`src/rtl/dla_stim_pkg.sv`:
```
// Shared types and constants for the dla_stim_gen pseudo-random stimulus source:
// controller states, Galois tap selection per word width and per-lane seeding.
package dla_stim_pkg;

  typedef enum logic [1:0] {
    IDLE = 2'd0,
    RUN  = 2'd1,
    DONE = 2'd2
  } stim_state_e;

  // Maximal-length right-shift Galois taps for the supported word widths.
  function automatic logic [31:0] tap_for(input int width);
    logic [31:0] tap;
    case (width)
      8:       tap = 32'h0000_00B8;
      32:      tap = 32'h8020_0003;
      default: tap = 32'h0000_B400;
    endcase
    return tap;
  endfunction

  // An all-zero seed would lock the LFSR, so it is promoted to 1.
  function automatic logic [31:0] seed_for(input int base, input int idx, input int width);
    logic [31:0] mask;
    logic [31:0] s;
    mask = (width >= 32) ? 32'hFFFF_FFFF : ((32'd1 << width) - 32'd1);
    s    = 32'(base + idx) & mask;
    if (s == 32'd0) s = 32'd1;
    return s;
  endfunction

endpackage

```
`src/rtl/dla_stim_lane.sv`:
```
// One stimulus lane: Galois LFSR word source, remaining-word counter and the
// valid/ready transfer logic. The controller loads the counter on an accepted start.
module dla_stim_lane
  import dla_stim_pkg::*;
#(
  parameter int               WIDTH = 16,
  parameter int               CNT_W = 16,
  parameter logic [WIDTH-1:0] SEED  = 1
) (
  input  logic             clk,
  input  logic             rst,
  input  logic             i_load,
  input  logic [CNT_W-1:0] i_load_len,
  input  logic             i_ready,
  output logic [WIDTH-1:0] o_data,
  output logic             o_valid,
  output logic             o_empty_next
);

  localparam logic [31:0]      TAP32 = tap_for(WIDTH);
  localparam logic [WIDTH-1:0] TAP   = TAP32[WIDTH-1:0];

  logic [WIDTH-1:0] lfsr_q, lfsr_d;
  logic [CNT_W-1:0] rem_q, rem_d;
  logic             valid_q, valid_d;
  logic             xfer;

  assign xfer = valid_q & i_ready;

  always_comb begin
    lfsr_d = lfsr_q;
    rem_d  = rem_q;
    if (i_load) begin
      rem_d = i_load_len;
    end else if (xfer) begin
      lfsr_d = (lfsr_q >> 1) ^ (lfsr_q[0] ? TAP : '0);
      rem_d  = rem_q - CNT_W'(1);
    end
    // Valid is registered from the post-edge count so it drops right after the last word.
    valid_d = (rem_d != '0);
  end

  always_ff @(posedge clk) begin
    if (!rst) begin
      lfsr_q  <= SEED;
      rem_q   <= '0;
      valid_q <= 1'b0;
    end else begin
      lfsr_q  <= lfsr_d;
      rem_q   <= rem_d;
      valid_q <= valid_d;
    end
  end

  assign o_data       = lfsr_q;
  assign o_valid      = valid_q;
  assign o_empty_next = (rem_d == '0);

endmodule

```
`src/rtl/dla_stim_gen.sv`:
```
// Bounded, per-lane maskable pseudo-random stimulus source with completion pulse.
// Define DLA_STIM_CHECKSUM_EN to add o_checksum (XOR of all transferred words).
module dla_stim_gen
  import dla_stim_pkg::*;
#(
  parameter int WIDTH     = 16,
  parameter int LANES     = 48,
  parameter int CNT_W     = 16,
  parameter int SEED_BASE = 1
) (
  input  logic                   clk,
  input  logic                   rst,
  input  logic                   i_start,
  input  logic [CNT_W-1:0]       i_burst_len,
  input  logic [LANES-1:0]       i_lane_en,
  input  logic [LANES-1:0]       i_ready,
  output logic [LANES*WIDTH-1:0] o_data,
  output logic [LANES-1:0]       o_valid,
  output logic                   o_busy,
  output logic                   o_done
`ifdef DLA_STIM_CHECKSUM_EN
  ,
  output logic [WIDTH-1:0]       o_checksum
`endif
);

  stim_state_e      state_q, state_d;
  logic             busy_q, busy_d;
  logic             done_q, done_d;
  logic             load;
  logic [LANES-1:0] empty_vec;

  always_comb begin
    state_d = state_q;
    load    = 1'b0;
    case (state_q)
      IDLE: begin
        if (i_start) begin
          load = 1'b1;
          // A burst with nothing to send completes without ever entering RUN.
          if (i_burst_len == '0 || i_lane_en == '0) state_d = DONE;
          else                                      state_d = RUN;
        end
      end
      RUN:     if (&empty_vec) state_d = DONE;
      DONE:    state_d = IDLE;
      default: state_d = IDLE;
    endcase
    busy_d = (state_d == RUN);
    done_d = (state_d == DONE);
  end

  always_ff @(posedge clk) begin
    if (!rst) begin
      state_q <= IDLE;
      busy_q  <= 1'b0;
      done_q  <= 1'b0;
    end else begin
      state_q <= state_d;
      busy_q  <= busy_d;
      done_q  <= done_d;
    end
  end

  assign o_busy = busy_q;
  assign o_done = done_q;

  for (genvar i = 0; i < LANES; i++) begin : g_lane
    localparam logic [31:0] SEED32 = seed_for(SEED_BASE, i, WIDTH);
    dla_stim_lane #(
      .WIDTH(WIDTH),
      .CNT_W(CNT_W),
      .SEED (SEED32[WIDTH-1:0])
    ) u_lane (
      .clk         (clk),
      .rst         (rst),
      .i_load      (load),
      .i_load_len  (i_lane_en[i] ? i_burst_len : '0),
      .i_ready     (i_ready[i]),
      .o_data      (o_data[i*WIDTH +: WIDTH]),
      .o_valid     (o_valid[i]),
      .o_empty_next(empty_vec[i])
    );
  end

`ifdef DLA_STIM_CHECKSUM_EN
  logic [WIDTH-1:0] csum_q, csum_d;

  always_comb begin
    csum_d = csum_q;
    if (load) begin
      csum_d = '0;
    end else begin
      for (int i = 0; i < LANES; i++) begin
        if (o_valid[i] & i_ready[i]) csum_d = csum_d ^ o_data[i*WIDTH +: WIDTH];
      end
    end
  end

  always_ff @(posedge clk) begin
    if (!rst) csum_q <= '0;
    else      csum_q <= csum_d;
  end

  assign o_checksum = csum_q;
`endif

endmodule

```
`config.mk`:
```
export PLATFORM = sky130hd
export DESIGN_NAME = dla_stim_gen
export DESIGN_NICKNAME = d
export VERILOG_FILES = /design/src/rtl/dla_stim_pkg.sv /design/src/rtl/dla_stim_lane.sv /design/src/rtl/dla_stim_gen.sv
export SDC_FILE = /design/constraint.sdc
export NUM_CORES = 2
export LEC_CHECK = 0
export ABC_AREA = 1
export BUFFER_PORTS_ARGS = -buffer_cell sky130_fd_sc_hd__buf_4
export CORE_MARGIN = 5
export CORE_UTILIZATION = 36
export DETAILED_ROUTE_END_ITERATION = 6
export SLEW_MARGIN = 10
export SYNTH_ARGS = -nofsm -noshare
export SYNTH_HDL_FRONTEND = slang
export SYNTH_HIERARCHICAL = 1
export SYNTH_SLANG_ARGS = --single-unit
```
`constraint.sdc`:
```
create_clock -name clk -period 3.3 [get_ports clk]
set_clock_uncertainty 0.2 [all_clocks]
set_input_delay 0.33 -clock clk [delete_from_list [all_inputs] [get_ports clk]]
set_output_delay 0.33 -clock clk [all_outputs]
set_load 0.02 [all_outputs]
```
## Word level (Yosys, flattened, before mapping)

Index checks and enable logic that the tools add are counted.
W data, S select, Z words.

- Bits in registers: 1588
- Input port bits: 115

- Add/subtract/negate cells: 48
- Equality and inequality tests: 3
- Multiplexer cells: 198
- Bitwise operators: 97
- Reductions and logical operators: 149

Operator list:

| operator | count |
|---|---|
| $mux W16 | 192 |
| $logic_not A16 Y1 | 49 |
| $reduce_bool A16 Y1 | 48 |
| $sub A16 B1 Y16 const B | 48 |
| $xor A15 B16 Y16 | 48 |
| $reduce_and A2 Y1 | 48 |
| $and A1 B1 Y1 | 48 |
| $logic_not A48 Y1 | 1 |
| $reduce_and A48 Y1 | 1 |
| $mux W2 | 3 |
| $eq A2 B1 Y1 const B | 2 |
| $pmux W2 S2 | 1 |
| $eq A2 B2 Y1 const B | 1 |
| $logic_not A2 Y1 | 1 |
| $mux W1 | 2 |
| $logic_or A1 B1 Y1 | 1 |
| $not A1 Y1 | 1 |

## Longest topological paths before layout

- Depth in word-level cells: 8
- Depth in mapped cells: 20

## Cells and area by module

Netlist, hierarchy kept.

Modules (own cells, without submodules):

| module | instances | cells each | area each (µm²) | sequential area each (µm²) |
|---|---|---|---|---|
| dla_stim_lane at g_lane[10].u_lane ... | 23 | 272 | 1742.9 | 660.6 |
| dla_stim_lane at g_lane[11].u_lane ... | 18 | 271 | 1739.2 | 660.6 |
| dla_stim_lane at g_lane[15].u_lane ... | 5 | 271 | 1751.7 | 660.6 |
| dla_stim_gen | 1 | 1833 | 7174.4 | 80.1 |
| dla_stim_lane at g_lane[9].u_lane | 1 | 271 | 1840.5 | 660.6 |
| dla_stim_lane at g_lane[0].u_lane | 1 | 265 | 1702.9 | 660.6 |

## Least setup slack after synthesis

Ideal clock, no wire load.

- Path kind: register to register
- Start point: register state_q[0]
- End point: register done_q (netlist: o_done)
- Library setup time: 0.070 ns
- Arrival time: 2.778 ns
- Data required time: 3.030 ns
- Path slack: 0.252 ns
- Cell stages (with the launch flop): 19
- Path buffers: 2
- Period minus slack after synthesis: 3.048 ns
- Path through: dfxtp_1 -> inv_1 -> nand2_1 -> nor2_4 -> buf_4 -> inv_4 -> buf_6 -> or2_2 -> nand2_1 -> nand3_1 -> nor2_1 -> nand2_1 -> nor2_2 -> nand2_1 -> nor2_1 -> nand2_1 -> nor3_1 -> nand4_1 -> a21oi_1

- Word-level cells in the longest chain between the ends: 8
- Elaborated cells on any way between the ends: 104
- Classes of those cells: eq/ne (2); mux (52); reduce/logical (50)

Ends and longest elaborated chain:

| element | line | RTL |
|---|---|---|
| from (decl) | dla_stim_gen.sv:27 | `stim_state_e state_q, state_d;` |
| from (signal assigned) | dla_stim_gen.sv:59 | `state_q <= state_d;` |
| $logic_not A2 Y1 | dla_stim_gen.sv:36 | `case (state_q)` |
| $mux W1 | dla_stim_gen.sv:36 |  |
| net load | dla_stim_gen.sv:30 | `logic load;` |
| $mux W16 | dla_stim_lane.sv:33 | `if (i_load) begin` |
| $logic_not A16 Y1 | dla_stim_lane.sv:57 | `assign o_empty_next = (rem_d == '0);` |
| net empty_vec[20] | dla_stim_gen.sv:31 | `logic [LANES-1:0] empty_vec;` |
| $reduce_and A48 Y1 | dla_stim_gen.sv:45 | `RUN: if (&empty_vec) state_d = DONE;` |
| $mux W2 | dla_stim_gen.sv:45 |  |
| $pmux W2 S2 | dla_stim_gen.sv:36 |  |
| $eq A2 B2 Y1 | dla_stim_gen.sv:50 | `done_d = (state_d == DONE);` |
| to (signal assigned) | dla_stim_gen.sv:61 | `done_q <= done_d;` |
| to (decl) | dla_stim_gen.sv:29 | `logic done_q, done_d;` |

The timed path passes the listed nets, and every way through them passes these cells.
A chain may end at the register's enable or synchronous reset.

## Worst setup path after layout

- Start point: register state_q[0]
- End point: register g_lane[22].u_lane.rem_q[0]

- Word-level cells in the longest chain between the ends: 3

Ends and longest elaborated chain:

| element | line | RTL |
|---|---|---|
| $logic_not A2 Y1 | dla_stim_gen.sv:36 |  |
| $mux W1 | dla_stim_gen.sv:36 |  |
| net load | dla_stim_gen.sv:30 |  |
| $mux W16 | dla_stim_lane.sv:33 |  |
| to (signal assigned) | dla_stim_lane.sv:50 | `rem_q <= rem_d;` |
| to (decl) | dla_stim_lane.sv:24 | `logic [CNT_W-1:0] rem_q, rem_d;` |

The timed path passes the listed nets, and every way through them passes these cells.

==> results.md <==
- No sink is reached through more buffers than the 3 on the longest clock path.
- The worst setup path is launched from a flip-flop.
- The H-tree was split into 4 levels.
- For this configuration, the core starts out at a cell density of 0.3614.
- The number of pins exceeding their max-slew limit in the final report is 0.
- The worst setup path is of the reg2reg kind.
- In this run the worst path has a maximum fanout of 9.
- Max-cap violations in this run came to 0.
- Using the TritonRoute via totals, the vias-per-cell ratio works out to 4.728.
- Summed over all layers, the global routing overflow is 0.
- The number of library cell types mapped by synthesis is 35.
- The final reports fail on setup timing.
- Summed over all layers, the routed wires come to 312.6 mm.
- The area of the die is 262,600 sq um.
- Along the worst hold path, the cell count comes to 6.
- The most used flip-flop cell after synthesis is dfxtp_1.
- The number of hold-slack violations in the final timing report is 0.
- The worst-case vdd ir drop is 0.0006133 V.
- The via count of the first global-routing pass is 87,210.
- The number of warnings printed during yosys synthesis is 6.
- After clock tree synthesis, the clock-pin slew on the worst setup and hold paths is 0.06 ns.
- The async set-or-reset flop fraction in the synthesized netlist is 0.
- Setup slack on the critical path of the routed design comes to -0.05304 ns.
- The tree is rooted in a clkbuf_16.
- The worst pin sits at a relative slew slack of 0.2345.
- For this run, the post-layout net count is 16,720.
- The first TritonRoute pass finished after 6 iterations.
- The violation count after the first detailed-routing iteration is 7,247.
- The number of nets produced by synthesis is 15,020.
- The final weighted congestion in routability-driven placement is 0.9143.
- The post-synthesis area per instance is 6.116 sq um.
- The number of cell instances on the worst register-to-register path is 25.
- For this run, the register share of the synthesized area comes to 0.3499.
- STA puts the critical path data required time at 3.85 ns.
- Summing over every cut layer, the via total after detailed routing is 94,910.
- The DRC violation count after routing is 0.
- The share of synthesized area in the top cell type comes to 0.3499.
- The area growth from synthesis to layout is 26.93%.
- The transition time at the pin with the least slew margin is 1.144 ns.
- The maximum achievable frequency is 0.2982 GHz.
- The cell total after placement is 19,500.
- At the worst endpoint, the arrival time is 3.90 ns.
- The number of buffer cells added on primary ports is 932.
- The largest single stage delay on the critical path is 0.31 ns.
- The number of rows created at floorplan is 184.
- The power per unit of standard cell area is 506.7 nW/um^2.
- The worst setup path is captured at a flip-flop.
- The initial antenna violation count is 37.
- In the post-synthesis netlist, the cell with the most instances is nand2_1.
- Setup repair after global routing could not meet its margin everywhere.
- By count the netlist is led by nand2_1, nor2_1, inv_1, nand3_1, dfxtp_1.
- The fraction of final layout cells sized beyond drive strength 1 is 0.1876.
- The minimum setup slack among reg-to-reg paths is -0.05 ns.
- Detailed placement finished with a half-perimeter wire length of 228.7 mm.
- The number of fill cells is 26,380.
- Among the stages of the critical path, the cell type that occurs most often is buf_4.
- In this run the worst hold path is classified as in2reg.
- The horizontal extent of the die is 512.4 microns.
- After floorplanning, the core was sized to cover 251,400 sq um.
- After synthesis the netlist holds a flip-flop and latch count of 1,588.
- The endpoint with the worst hold slack is g_lane[41].u_lane/rem_q[0]$_SDFF_PN0_.
- After synthesis the cells add up to 90,870 sq um.
- On the final layout, the worst hold slack is 0.08187 ns.
- The count of placed standard cells in the final layout, fillers left out is 20,070.
- The TritonCTS clock tree is yes.
- The first-pass GRT wire length is 485.1 mm.
- In the synthesized netlist, the number of instances is 14,860.
- After synthesis, the cell types taking the most area are dfxtp_1, nand2_1, nor2_1.
- The synthesized design spends more area on one cell type than any other, namely dfxtp_1.
- The number of enable flip-flop cells after synthesis is 0.
- The run finished, with violations left.
- Entering global routing, the biggest net connects 68 pins.
- The leakage power is 60.31 nW.
- In the final routed layout, each cell accounts on average for 15.57 microns.
- The clock net in this run drives a total of 1,588 sinks.
- The count of nets left with antenna violations once routing finished came out at 0.
- The cell with the largest stage delay on the worst path is dfxtp_2.
- From bottom edge to top edge, the die measures 512.4 microns.
- Counting the buffers created by CTS gives 190.
- The final count of negative-setup-slack endpoints is 4.
- The clock period minus final worst setup slack is 3.353 ns.
- The post-route fraction of the period consumed by the critical path is 1.016.
- The launching point of the worst reg2reg path is state_q[0]$_SDFF_PN0_.
- The launch instance of the worst min-delay path is i_burst_len[0].
- The insertion delay to the later sink of the worst-skew pair is 0.83 ns.
- The global-route total usage across every layer is 0.2265.
- In this run the critical register-to-register path is captured at g_lane[22].u_lane/rem_q[0]$_SDFF_PN0_.
- The boundary pin count is 933.
stage by stage:
step	TNS [ns]	area, sq um	total power, mW	util	setup slack (ns)
floorplan	0	90870	31.14	-	0.2525
global placement	-3.401	106400	36.41	0.4232	-0.7363
detailed placement	-3.858	106400	36.44	0.4232	-0.7425
CTS	-0.1932	115000	58.95	0.4576	-0.05786
global route	-1.203	115300	61.72	0.4587	-0.2813
finish	-0.1222	115300	58.45	0.4588	-0.05304
flip-flops by register name, summed over array words and instances, names as in the netlist:
signal and cells:
g_lane.u_lane/o_data 768, g_lane.u_lane/rem_q 768, g_lane.u_lane/o_valid 48, state_q 2, o_busy 1, o_done 1
cells in the final DEF (no fill, tap or decap), types with 43 or more instances in the layout:
cell / synthesis / layout
nand2_1: 4036 / 4019
nor2_1: 2796 / 2785
buf_4: 88 / 1836
inv_1: 1719 / 1716
nand3_1: 1647 / 1642
dfxtp_1: 1588 / 1587
o21ai_0: 683 / 683
a21oi_1: 430 / 429
or2_2: 333 / 333
clkbuf_16: 0 / 192
nor2_4: 149 / 169
nand2_2: 146 / 161
nand4_1: 151 / 151
nor2_2: 155 / 146
dlygate4sd3_1: 0 / 145
xnor2_1: 98 / 98
or2_0: 87 / 86
clkinv_1: 52 / 52
ha_1: 48 / 48
xor2_1: 46 / 46
buf_12: 0 / 43
kinds of logic after synthesis:
| family | synth area share |
|---|---|
| DFF | 0.3499 |
| xor gates and xnor gates | 0.01388 |
| buffers and inverters | 0.1088 |
| adders and majority gates | 0.006609 |
| AOI/OAI and AO/OA | 0.06604 |
| and+or+nand+nor | 0.4548 |
worst max path at each step:
stage,start,to,slack (ns),cells after the start
after floorplan,state_q[0]$_SDFF_PN0_,o_done$_SDFF_PN0_,0.25,18
after global placement,i_start,state_q[0]$_SDFF_PN0_,-0.74,23
after detailed placement,i_start,o_done$_SDFF_PN0_,-0.74,21
after CTS,state_q[0]$_SDFF_PN0_,o_done$_SDFF_PN0_,-0.06,22
after global routing,state_q[0]$_SDFF_PN0_,state_q[1]$_SDFF_PN0_,-0.28,23
final,state_q[0]$_SDFF_PN0_,g_lane[22].u_lane/rem_q[0]$_SDFF_PN0_,-0.05,25
routing by layer:
metal  GRT usage  routed length [microns]  vias up
met5           0                      102        -
met4     0.07205                    10630       16
met3     0.04818                    21700      536
met2      0.3641                   137400     2494
met1      0.3029                   142700    42440
li1            -                        -    49420
worst max-delay path: cells and delay by family (launching register included):
family | cells | cell delay (ns)
flops | 1 | 0.31
simple gates | 5 | 0.38
buf+inv | 20 | 2.36
power breakdown:
part / switching, mW / total, mW / internal (mW)
Clock: 9.05 / 22.0 / 12.9
Combinational: 8.74 / 14.4 / 5.70
Sequential: 1.42 / 22.0 / 20.6
area by class of cell:
class                           count  area [sq um]  share of cell area
Antenna cell                       16         40.04           0.0003471
Clock buffer                      254          5398             0.04680
Clock inverter                     94          1132            0.009818
Inverter                         1835          7048             0.06111
Multi-Input combinational cell  10900         49420              0.4285
Sequential cell                  1588         31790              0.2756
Tap cell                         3348          4189             0.03632
Timing Repair Buffer             2041         16300              0.1413
Timing Repair inverter              2         15.01           0.0001302
timing repair:
| action | 4_1_cts | 5_1_grt |
|---|---|---|
| cloned | 2 | 1 |
| setup buffers | 54 | 11 |
| pin swaps | 38 | 50 |
| hold buffers | 145 | 0 |
| setup endpoints to repair | 4 | 30 |
| endpoints found under the hold margin | 1205 | 0 |
| gates resized for setup | 61 | 46 |
Note: power is estimated with default switching activity, not from simulation.
